===== config.mk =====
export PLATFORM = sky130hd
export DESIGN_NAME = ddr_pat_cmp
export DESIGN_NICKNAME = d
export VERILOG_FILES = /design/src/rtl/ddr_rd_checker_pkg.sv /design/src/rtl/ddr_rd_checker_pat_cmp.sv
export SDC_FILE = /design/constraint.sdc
export NUM_CORES = 1
export LEC_CHECK = 0
export BUFFER_PORTS_ARGS = -buffer_cell sky130_fd_sc_hd__buf_2
export CAP_MARGIN = 20
export CORE_AREA = 2 2 39 41
export DETAILED_ROUTE_END_ITERATION = 16
export DIE_AREA = 0 0 41 43
export GPL_ROUTABILITY_DRIVEN = 0
export SYNTH_ARGS = -nofsm -noshare
export SYNTH_HDL_FRONTEND = slang
export SYNTH_SLANG_ARGS = --single-unit
export TNS_END_PERCENT = 100

===== constraint.sdc =====
create_clock -name vclk -period 1
set_clock_uncertainty 0.15 [all_clocks]
set_input_delay 0.2 -clock vclk [all_inputs]
set_output_delay 0.2 -clock vclk [all_outputs]
set_load 0.02 [all_outputs]

===== src/rtl/ddr_rd_checker_pkg.sv =====
// DDR read checker shared definitions.
// State encoding, address field widths and address packing.
package ddr_rd_checker_pkg;

  localparam int ROW_W  = 13;
  localparam int COL_W  = 10;
  localparam int BANK_W = 2;
  localparam int ADDR_W = ROW_W + COL_W + BANK_W;

  typedef enum logic [2:0] {
    IDLE,
    REQ,
    WAIT_DATA,
    XFER,
    NEXT
  } state_t;

  function automatic logic [ADDR_W-1:0] pack_addr(
    input logic [ROW_W-1:0]  row,
    input logic [COL_W-1:0]  col,
    input logic [BANK_W-1:0] bank
  );
    return {row, col, bank};
  endfunction

endpackage


===== src/rtl/ddr_rd_checker_pat_cmp.sv =====
// Expected-pattern generator and beat comparator.
// Fixed seed, or seed plus beat index when PAT_INC is set.
module ddr_pat_cmp
  import ddr_rd_checker_pkg::*;
#(
  parameter logic [31:0] PRELOAD = 32'hA5A5_5A5A,
  parameter int          PAT_INC = 0
) (
  input  logic [COL_W-1:0] beat,
  input  logic [31:0]      data,
  output logic             mismatch
);

  logic [31:0] exp_data;

  // build the expected word and compare
  always_comb begin
    exp_data = PRELOAD;
    if (PAT_INC != 0) begin
      exp_data = PRELOAD + 32'(beat);
    end
    mismatch = (data != exp_data);
  end

endmodule


After elaboration in Yosys (flattened, before gate mapping). Index checks and enable logic that the tools add are counted.

Register bits after elaboration: 0. Input port bits: 42. Output and inout bits: 1. Word-level logic and storage cells: 1.

Eq/ne operators: 1.

Operators by type and width (number): != test 32 bit (second input constant) (1).

Logic depth before layout (Yosys ltp).
Depth in word-level cells: 1. Depth in mapped cells: 3. Mapped depth without buffers: 3.

Worst setup path before layout. No wires, ideal clock.

Kind: in2out. From: input data[25]. To: output mismatch. Arrival time: 0.818 ns. Required time: 0.650 ns. Setup slack: -0.168 ns. Stages: 3. Path buffers: 0. Cell sequence: and4bb_2 -> nand4_1 -> or2_1.

Cells in the longest elaborated chain, start to end: 1.

Ends and longest elaborated chain: start: declaration (RTL line ddr_rd_checker_pat_cmp.sv:10) `input logic [31:0] data,`; != test 32 bit (RTL line ddr_rd_checker_pat_cmp.sv:22) `mismatch = (data != exp_data);`; end: declaration (RTL line ddr_rd_checker_pat_cmp.sv:11) `output logic mismatch`.

Every way passes these cells.

Worst setup path after layout.
From: input data[7]. To: output mismatch.

The elaborated chain is that of the path after synthesis.

==> impl_results.md <==
- Status: finished, violations left
- Failing checks: setup timing
- Most common cell after layout, fill and taps aside: buf_2
- Clock power frac: 0%
- Worst Hold Class: primary input to output port
- First-pass GRT wire length: 538 µm
- Core Box Area: 1380 µm²
- Req. time, crit path: 0.65 ns
- FF/Latch Area: 0 µm²
- Hold EP: mismatch
- F_max: 725 MHz
- Pleak: 0.189 nW
- Total Die Area: 1760 µm²
- Post-CTS setup repair buffer count: 0
- Arrival @ worst endpoint: 1.03 ns
- Sequential power share: 0%
- Worst rel slew slack: 94.2%
- CP max-delay cell: and4bb_2
- Fin nets: 88
- CP Launch Type: primary input
- Yosys top cell by area: and4bb_1
- # fillers: 155
- Synthesized Nets: 53
- RSZ-0062 raised after global routing: true
- Pin count of the biggest net entering global routing: 2
- GRT Util Overall: 4.10%
- Cell mode on critical path: buf_6
- Initial core utilization: 8.59%
- Die Width: 41 µm
- Largest cells by area after synthesis: and4bb_1, and4bb_2, nand4_1, or2_1
- Max-slew violations: 0
- Antenna diode count: 0
- Gate power share: 100.0%
- Congestion Overflow GR: 0
- Die Height: 43 µm
- Min-delay src: data[28]
- IO Count: 43
- Pre-CTS setup slack: -0.414 ns
- Unique masters post-synth: 4
- Post-route ant nets: 0
- Total Wirelength: 509 µm
- Most frequent cells in the layout: buf_2, buf_6, and4bb_1
- Max Cap Viol: 0
- Synth Instances: 11
- Final hold violation count: 0
- Syn avg cell area: 10.8 µm²
- DR WL/cell: 8.48 µm
- Worst slew pin tran: 0.0863 ns
- Drt pass-1 iters: 2
- Ys Warns: 0
- Synth Cell Area: 119 µm²
- Post-synthesis sequential area ratio: 0%
- Initial antenna violation count: 0
- Crit-path cells: buf_6 -> and4bb_2 -> nand4_1 -> or2_4 -> buf_6
- Critical path class: primary input to output port
- Worst vdd ir: 0.0364 mV
- Total number of vias: 242
- Max stage delay on crit path: 0.27 ns
- Final period utilization: 138%
- P_int: 0.0670 mW
- Final setup fails: 1
- Crit. End Element: output port
- NetSw: 0.0142 mW
- Initial DRC count: 2
- Seq_cells: 0
- Hold path depth: 5
- Vias in the first global route: 180
- FP Rows: 14
- Final Util: 24.9%
- Top cell type's share of synthesized area: 52.6%
- Clock buffer cells: 0
- Setup ws final: -0.379 ns
- Pwr/cell area: 236 nW/µm²
- # port buffers: 33
- Share of cells above drive strength 1: 84.1%
- DRC Markers: 0
- Via density: 4.03
- Max FO, Critical Path: 1
- Switching share of total power: 17.5%
- Tmin final: 1.38 ns
- Layout area overhead: 189%
==> worst max-delay path, delay by kind of cell <==
family | cells | cell delay (ns)
AND/OR/NAND/NOR | 3 | 0.61
buffers and inverters | 2 | 0.22
==> layout make-up <==
cell class	count	area [µm²]	area share [%]
repair buffers	33	203	58.9
multi-input cells	11	121	35.3
well taps	16	20.0	5.82
==> kinds of logic after synthesis <==
logic type	count (synthesis)	share of synthesized area, %
and+or+nand+nor	11	100
==> synthesized netlist by cell type, drive strengths merged <==
library cell	count
and4bb	8
nand4	2
or2	1
==> power groups by stage <==
stage | clock network, mW | logic (mW) | registers [mW]
finish | 0 | 0.0812 | 0
detailed placement | 0 | 0.0706 | 0
global placement | 0 | 0.0685 | 0
global route | 0 | 0.0899 | 0
floorplan | 0 | 0.0148 | 0
CTS | 0 | 0.0806 | 0
==> worst max path at each step <==
stage | startpoint | depth (start not counted) | slack, ns | end
after detailed placement | data[30] | 5 | -0.41 | mismatch
after CTS | data[19] | 5 | -0.39 | mismatch
after global placement | data[30] | 5 | -0.41 | mismatch
final | data[7] | 5 | -0.38 | mismatch
after global routing | data[25] | 5 | -0.42 | mismatch
after floorplan | data[25] | 3 | -0.15 | mismatch
==> routing by layer <==
layer	up-vias	part of all wire (%)	wire length (µm)	global-route usage, %
li1	119	-	-	-
met1	105	23	115	1.58
met2	18	56	286	11.3
met3	0	21	107	0
met4	0	0	0	0
met5	-	0	0	0
==> repair_timing <==
| item | in CTS | in global routing |
|---|---|---|
| pin swaps | 5 | 1 |
| gates resized for setup | 6 | 1 |
| endpoints found under the hold margin | 0 | 0 |
| endpoints found under the setup margin | 1 | 1 |
| hold buffers | 0 | 0 |
==> per-stage QoR <==
stage	power [mW]	hold slack, ns	area, µm²	std cells	setup TNS [ns]
6_report	0.0812	0.777	344	60	-0.379
5_1_grt	0.0899	0.823	344	60	-0.416
4_1_cts	0.0806	0.789	338	60	-0.386
3_5_place_dp	0.0706	0.820	307	60	-0.414
3_3_place_gp	0.0685	0.821	307	60	-0.408
2_1_floorplan	0.0148	0.615	121	11	-0.152
Note: power is estimated with default switching activity, not from simulation.
